<file path="config.mk">
export PLATFORM = sky130hd
export DESIGN_NAME = muldiv_unit
export DESIGN_NICKNAME = d
export VERILOG_FILES = /design/src/rtl/muldiv_unit.sv
export SDC_FILE = /design/constraint.sdc
export NUM_CORES = 1
export LEC_CHECK = 0
export BUFFER_PORTS_ARGS = -buffer_cell sky130_fd_sc_hd__buf_2
export CAP_MARGIN = 20
export CORE_MARGIN = 1
export CORE_UTILIZATION = 30
export CTS_BUF_LIST = sky130_fd_sc_hd__clkbuf_4
export DETAILED_ROUTE_END_ITERATION = 7
export PLACE_DENSITY_LB_ADDON = 0.1
export SYNTH_ARGS = -nofsm -noshare
export SYNTH_HDL_FRONTEND = slang
export SYNTH_SLANG_ARGS = --single-unit
</file>
<file path="constraint.sdc">
create_clock -name clk -period 7.8 [get_ports clk]
set_input_delay 0.39 -clock clk [delete_from_list [all_inputs] [get_ports clk]]
set_output_delay 0.39 -clock clk [all_outputs]
set_load 0.02 [all_outputs]
</file>
<file path="src/rtl/muldiv_unit.sv">
// Iterative RV32M multiply/divide unit: shift-add multiply and restoring divide,
// one bit per cycle over WIDTH iterations, with sign handling at accept and finish.
module muldiv_unit #(
  parameter int unsigned WIDTH = 32
) (
  input  logic             clk,
  input  logic             rst,
  input  logic             start,
  input  logic [2:0]       funct3,
  input  logic [WIDTH-1:0] a,
  input  logic [WIDTH-1:0] b,
  output logic             busy,
  output logic             done,
  output logic [WIDTH-1:0] result
);

  localparam int unsigned W  = WIDTH;
  localparam int unsigned CW = $clog2(WIDTH + 1);

  typedef enum logic [1:0] {IDLE, CALC, DONE} state_t;

  state_t          state, state_n;
  logic [CW-1:0]   cnt, cnt_n;
  logic [2*W-1:0]  p, p_n;
  logic [W-1:0]    mb, mb_n;
  logic            neg, neg_n;
  logic [2:0]      op, op_n;
  logic [W-1:0]    result_n;
  logic            busy_n, done_n;

  // Operand decode for the incoming request
  logic            in_div, sa, sb, div_zero, div_ovf;
  logic [W-1:0]    mag_a, mag_b;
  assign in_div   = funct3[2];
  assign sa       = a[W-1] & (in_div ? ~funct3[0] : (funct3[1:0] != 2'b11));
  assign sb       = b[W-1] & (in_div ? ~funct3[0] : ~funct3[1]);
  assign mag_a    = sa ? -a : a;
  assign mag_b    = sb ? -b : b;
  assign div_zero = in_div && (b == '0);
  assign div_ovf  = in_div && !funct3[0] && (a == {1'b1, {(W-1){1'b0}}}) && (b == '1);

  // One iteration step: p holds {acc_hi, multiplier} or {remainder, quotient}
  logic [W:0]      sum, shifted, trial;
  logic [2*W-1:0]  prod;
  logic [W-1:0]    quot, rem;
  assign sum     = {1'b0, p[2*W-1:W]} + {1'b0, (p[0] ? mb : {W{1'b0}})};
  assign shifted = p[2*W-1:W-1];
  assign trial   = shifted - {1'b0, mb};
  assign prod    = neg ? -p : p;
  assign quot    = neg ? -p[W-1:0] : p[W-1:0];
  assign rem     = neg ? -p[2*W-1:W] : p[2*W-1:W];

  always_comb begin
    state_n  = state;
    cnt_n    = cnt;
    p_n      = p;
    mb_n     = mb;
    neg_n    = neg;
    op_n     = op;
    result_n = result;
    busy_n   = 1'b0;
    done_n   = 1'b0;
    case (state)
      IDLE, DONE: begin
        state_n = IDLE;
        if (start) begin
          op_n  = funct3;
          cnt_n = '0;
          if (div_zero) begin
            state_n  = DONE;
            done_n   = 1'b1;
            result_n = funct3[1] ? a : {W{1'b1}};
          end else if (div_ovf) begin
            state_n  = DONE;
            done_n   = 1'b1;
            result_n = funct3[1] ? {W{1'b0}} : a;
          end else begin
            state_n = CALC;
            busy_n  = 1'b1;
            if (in_div) begin
              p_n   = {{W{1'b0}}, mag_a};
              mb_n  = mag_b;
              neg_n = funct3[1] ? sa : (sa ^ sb);
            end else begin
              p_n   = {{W{1'b0}}, mag_b};
              mb_n  = mag_a;
              neg_n = sa ^ sb;
            end
          end
        end
      end
      CALC: begin
        if (cnt != CW'(W)) begin
          cnt_n  = cnt + CW'(1);
          busy_n = (cnt != CW'(W - 1));
          if (op[2]) begin
            if (!trial[W]) p_n = {trial[W-1:0], p[W-2:0], 1'b1};
            else           p_n = {p[2*W-2:0], 1'b0};
          end else begin
            p_n = {sum, p[W-1:1]};
          end
        end else begin
          state_n = DONE;
          done_n  = 1'b1;
          if (op[2])                result_n = op[1] ? rem : quot;
          else if (op[1:0] == 2'b00) result_n = prod[W-1:0];
          else                      result_n = prod[2*W-1:W];
        end
      end
      default: state_n = IDLE;
    endcase
  end

  always_ff @(posedge clk) begin
    if (rst) begin
      state  <= IDLE;
      cnt    <= '0;
      p      <= '0;
      mb     <= '0;
      neg    <= 1'b0;
      op     <= '0;
      result <= '0;
      busy   <= 1'b0;
      done   <= 1'b0;
    end else begin
      state  <= state_n;
      cnt    <= cnt_n;
      p      <= p_n;
      mb     <= mb_n;
      neg    <= neg_n;
      op     <= op_n;
      result <= result_n;
      busy   <= busy_n;
      done   <= done_n;
    end
  end

endmodule

</file>
Yosys cells after proc, flatten, opt, wreduce, memory -nomap -nowiden
Index checks and enable logic that the tools add are counted.
{"block": "word_totals", "inputBits": 70, "out_inout_bits": 34, "word_cells": 99, "register_bits": 142}
{"block": "op_classes", "reduce_logical": 15, "n_bitwise": 7, "n_mux": 47, "eq_ne": 13, "addsub": 8}
{"op": "$mux 32", "n": 16}
{"op": "$mux 64", "n": 7}
{"op": "$neg 32->32", "n": 4}
{"op": "$pmux 64 s2", "n": 1}
{"op": "$eq 32x32->1 const B", "n": 2}
{"op": "$neg 64->64", "n": 1}
{"op": "$pmux 32 s2", "n": 1}
{"op": "$add 32x32->33", "n": 1}
{"op": "$sub 33x32->33", "n": 1}
{"op": "$logic_not 32->1", "n": 1}
{"op": "$mux 1", "n": 12}
{"op": "$mux 6", "n": 2}
{"op": "$ne 2x2->1 const B", "n": 6}
{"op": "$pmux 6 s2", "n": 1}
{"op": "$mux 2", "n": 4}
{"op": "$reduce_and 4->1", "n": 2}
{"op": "$add 6x1->6 const B", "n": 1}
{"op": "$ne 6x5->1 const B", "n": 1}
{"op": "$ne 6x6->1 const B", "n": 1}
{"op": "$reduce_and 5->1", "n": 1}
{"op": "$logic_and 1x1->1", "n": 4}
{"op": "$logic_not 2->1", "n": 2}
{"op": "$not 1->1", "n": 4}
{"op": "$pmux 1 s2", "n": 2}
{"op": "other kinds (11)", "n": 12}

Depth between registers and ports, before layout
{"block": "depth", "depth_word": 9, "mapped_depth": 14, "ltp_nobuf": 13}

Worst setup path after synthesis
No wires, ideal clock.
{"block": "synth_timing", "path_type": "register to register", "startpoint": "register p[0]", "endpoint": "register p[58]", "n_path_buf": 1, "required_ns": 7.680, "path_stages_with_launch": 14, "arrival_ns": 3.100, "synth_period_minus_slack_ns": 3.220, "slack_ns": 4.580, "cell_sequence": "dfxtp_1 inv_1 clkbuf_1 nor2_1 ha_1 a21oi_1 o21ai_0 o2111ai_1 a21oi_1 o21ba_2 a41o_1 or4_1 and3_1 a211o_1"}
{"block": "synth_between", "elab_chain_len": 5}
{"item": "start: declaration", "line_no": "24", "rtl": "logic [2*W-1:0] p, p_n;"}
{"item": "start signal: assignment", "line_no": "128", "rtl": "p <= p_n;"}
{"item": "$mux 32", "line_no": "46", "rtl": "assign sum = {1'b0, p[2*W-1:W]} + {1'b0, (p[0] ? mb : {W{1'b0}})};"}
{"item": "$add 32x32->33", "line_no": "46"}
{"item": "$mux 64", "line_no": "96", "rtl": "if (op[2]) begin"}
{"item": "$mux 64", "line_no": "93", "rtl": "if (cnt != CW'(W)) begin"}
{"item": "$pmux 64 s2", "line_no": "63", "rtl": "case (state)"}
No other way between the ends. The select of a mux whose other input is x is not followed.
A chain may end at the register's enable or synchronous reset.

Worst setup path in the final report
{"block": "layout_timing", "startpoint": "register p[32]", "endpoint": "register p[61]"}
{"block": "layout_between", "elab_chain_len": 5, "word_cells_on_any_way": 6, "cone_classes": "add/sub (2); mux (4)"}
{"item": "$sub 33x32->33", "line_no": "48", "rtl": "assign trial = shifted - {1'b0, mb};"}
{"item": "$mux 64", "line_no": "97", "rtl": "if (!trial[W]) p_n = {trial[W-1:0], p[W-2:0], 1'b1};"}
{"item": "$mux 64 *", "line_no": "96"}
{"item": "$mux 64 *", "line_no": "93"}
{"item": "$pmux 64 s2 *", "line_no": "63"}
Mark *: on every way between the ends. The rest lies on a longest branch, timed or not. The select of a mux whose other input is x is not followed.

==> impl_metrics.env <==
export IMPL_cts_buffers_inserted=17
export IMPL_ir_drop_mv=0.113
export IMPL_relSlewSlack_pct=22.0
export IMPL_postSynthAreaPerCell_sq_um=7.15
export IMPL_reg2reg_slack_ns=3.60
export IMPL_cts_resized=0
export IMPL_fin_nets=2273
export IMPL_crit_family="compound AO/OA/AOI/OAI gates"
export IMPL_critPathKind="register to register"
export IMPL_utilization_pct=33.0
export IMPL_drt_iter0_drc=1436
export IMPL_worst_slew_pin_slew_ns=1.17
export IMPL_final_min_clock_period_ns=4.20
export IMPL_critical_path_buf_inv_count=1
export IMPL_initial_core_util_pct=30.4
export IMPL_intPower_w=0.00135
export IMPL_r2r_start="p[32]"
export IMPL_slowest_stage="dfxtp_1"
export IMPL_worstPathArrival_ns=4.83
export IMPL_via_per_inst=5.74
export IMPL_ys_ff_latch=142
export IMPL_drv_cap=0
export IMPL_multi_input_area_sq_mm=0.0115
export IMPL_grt_overflow_total=0
export IMPL_drt_wl_total_um=68300
export IMPL_synthFlopType="dfxtp_1"
export IMPL_max_freq_ghz=0.238
export IMPL_coreArea_sq_mm=0.0501
export IMPL_slew_viol_final=0
export IMPL_hp_class="input pin to register"
export IMPL_seqPwrFrac_pct=34.9
export IMPL_startpoint_type="register"
export IMPL_dpl_hpwl_um=52500
export IMPL_worstSkewPairLatency_ns=0.73
export IMPL_area_delta_synth_final_pct=8.63
export IMPL_cts_tree="done"
export IMPL_synth_seq_area_share_pct=18.7
export IMPL_wl_per_cell_um=24.3
export IMPL_io_pins=104
export IMPL_whs_endpoint="op[1]"
export IMPL_synth_nets=2271
export IMPL_worstHoldPathCells=3
export IMPL_switchingPower_w=0.00110
export IMPL_finalPower_w=0.00244
export IMPL_grt_pass1_wl_um=99400
export IMPL_syn_inst=2128
export IMPL_power_density_mw_per_mm2=148
export IMPL_postRouteAntennaNets=0
export IMPL_mostFrequentLayoutCell="nor2_1"
export IMPL_critPathCaptureType="register"
export IMPL_hold_violations=0
export IMPL_syn_area_sq_mm=0.0152
export IMPL_grt_start_max_net_pins=80
export IMPL_die_w_um=227
export IMPL_path_cells="inv_1, fa_1, nand2b_1, a21oi_1, o21ai_0, o21a_1, o21ai_1, o31a_1, nand2_2, mux2i_1, a2111oi_2"
export IMPL_layout_drive_gt1_share_pct=10.2
export IMPL_die_area_sq_mm=0.0516
export IMPL_swShare_pct=44.9
export IMPL_synth_edf_count=0
export IMPL_setup_viol=0
export IMPL_rr_worst_depth=11
export IMPL_finalCritPeriodShare_pct=53.9
export IMPL_place_congestion=0.904
export IMPL_p_clk_share_pct=22.9
export IMPL_yosysWarningCount=0
export IMPL_die_h_um=227
export IMPL_grtUsageTotal_pct=26.4
export IMPL_rows=82
export IMPL_cts_root_buf="clkbuf_4"
export IMPL_leakagePower_nw=6.51
export IMPL_power_frac_comb_pct=42.2
export IMPL_rsz0062_at_grt="false"
export IMPL_synthArstFlopShare_pct=0
export IMPL_cts_setup_buffers=0
export IMPL_cts_sinks=142
export IMPL_drc=0
export IMPL_drt_pass1_iter_count=6
export IMPL_cts_max_level=4
export IMPL_critical_path_max_stage_delay_ns=0.59
export IMPL_timing_hold_ws_ns=0.0782
export IMPL_status="complete, no violations"
export IMPL_finClkSkew_ns=0.0272
export IMPL_vias=16200
export IMPL_cts_buffer_depth=2
export IMPL_port_buffers=103
export IMPL_cp_required_ns=8.43
export IMPL_clk_pin_slew_worst_paths_ns=0.14
export IMPL_final_seq_area_sq_mm=0.00285
export IMPL_r2r_end="p[61]"
export IMPL_fillCellCount=5564
export IMPL_cp_max_fo=26
export IMPL_finalSetupTns_ns=0
export IMPL_antenna_found_initial=3
export IMPL_synth_distinct_cells=92
export IMPL_hold_path_startpoint="funct3[1]"
export IMPL_first_global_vias=14900
export IMPL_layout_common_cells="nor2_1 (242), a21oi_1 (195), nand2_1 (192)"
[repair_timing]
action,CTS,global route
endpoints found under the hold margin,10,0
hold buffers,4,0
endpoints found under the setup margin,0,0
[synth_stat cells, drive strengths merged (20+ instances only)]
cell,n,area [sq um]
o211ai,24,185
o41ai,20,194
nand2b,24,150
clkbuf,121,455
dfxtp,142,2840
a211oi,38,285
nor3,71,355
xor2,93,815
a21o,31,234
xnor2,90,788
a31oi,24,156
buf,35,188
maj3,28,280
mux2i,88,881
nor2,244,918
ha,71,888
nand3,37,185
inv,66,248
o31ai,22,170
o21ai,168,845
a21oi,196,985
nand2,194,733
nor4,26,221
[worst register-to-register path, cell delays in order (launching register included)]
cell and delay (ns):
dfxtp_1 0.59, inv_1 0.17, fa_1 0.45, nand2b_1 0.19, a21oi_1 0.18, o21ai_0 0.21, o21a_1 0.26, o21ai_1 0.43
o31a_1 0.39, nand2_2 0.59, mux2i_1 0.29, a2111oi_2 0.37
[registers in the layout, summed over array words and instances (netlist names)]
| signal | count |
|---|---|
| busy | 1 |
| neg | 1 |
| cnt | 6 |
| state | 2 |
| result | 32 |
| op | 3 |
| mb | 32 |
| p | 64 |
| done | 1 |
[logic make-up (layout without fill, tap and decap cells)]
group	count (synthesis)	count (layout)	share of synthesized area, %
mux	93	93	6.23
xor+xnor	183	183	10.5
fa+ha+maj	101	101	7.94
other cells	0	1	0
compound gates	651	651	27.2
buf+inv	223	237	5.88
flops	142	142	18.7
simple gates	735	735	23.6
[through the flow]
stage          worst slack [ns]  instances  area (sq um)
4_1_cts                    3.58       2814         16500
3_5_place_dp               3.38       2779         16200
2_1_floorplan              4.58       2128         15200
5_1_grt                    3.27       2815         16500
3_3_place_gp               3.47       2779         16200
6_report                   3.60       2815         16500
[power by group through the flow]
stage / Combinational (W) / Sequential, W / Clock [W]
finish: 0.00103 / 0.000852 / 0.000559
global route: 0.00111 / 0.000856 / 0.000598
CTS: 0.00101 / 0.000850 / 0.000575
detailed placement: 0.00101 / 0.000866 / 0
global placement: 0.00101 / 0.000866 / 0
floorplan: 0.000719 / 0.000809 / 0
[metal layers]
metal | vias up | global-route usage, % | routed length (um)
li1 | 7734 | - | -
met1 | 7721 | 36.5 | 31200
met2 | 625 | 39.2 | 29600
met3 | 88 | 5.76 | 5190
met4 | 4 | 10.6 | 2350
met5 | - | 0 | 27
[worst max path at each step]
stage               start  endpoint  slack, ns  cells past startpoint
global route        p[32]     p[61]       3.27                     11
CTS                 p[32]     p[61]       3.58                     11
detailed placement   b[0]     p[56]       3.38                     14
finish              p[32]     p[61]       3.60                     11
global placement     b[0]     p[56]       3.47                     14
floorplan            p[0]     p[58]       4.58                     13
[layout make-up]
class                   count  area share, %
diodes                      1         0.0151
clock buffers              17          0.772
clock inverters            14           1.01
inverters                  67           1.52
multi-input cells        1763           69.6
flip-flops and latches    142           17.2
well taps                 672           5.09
repair buffers            139           4.83
Note: power is estimated with default switching activity, not from simulation.
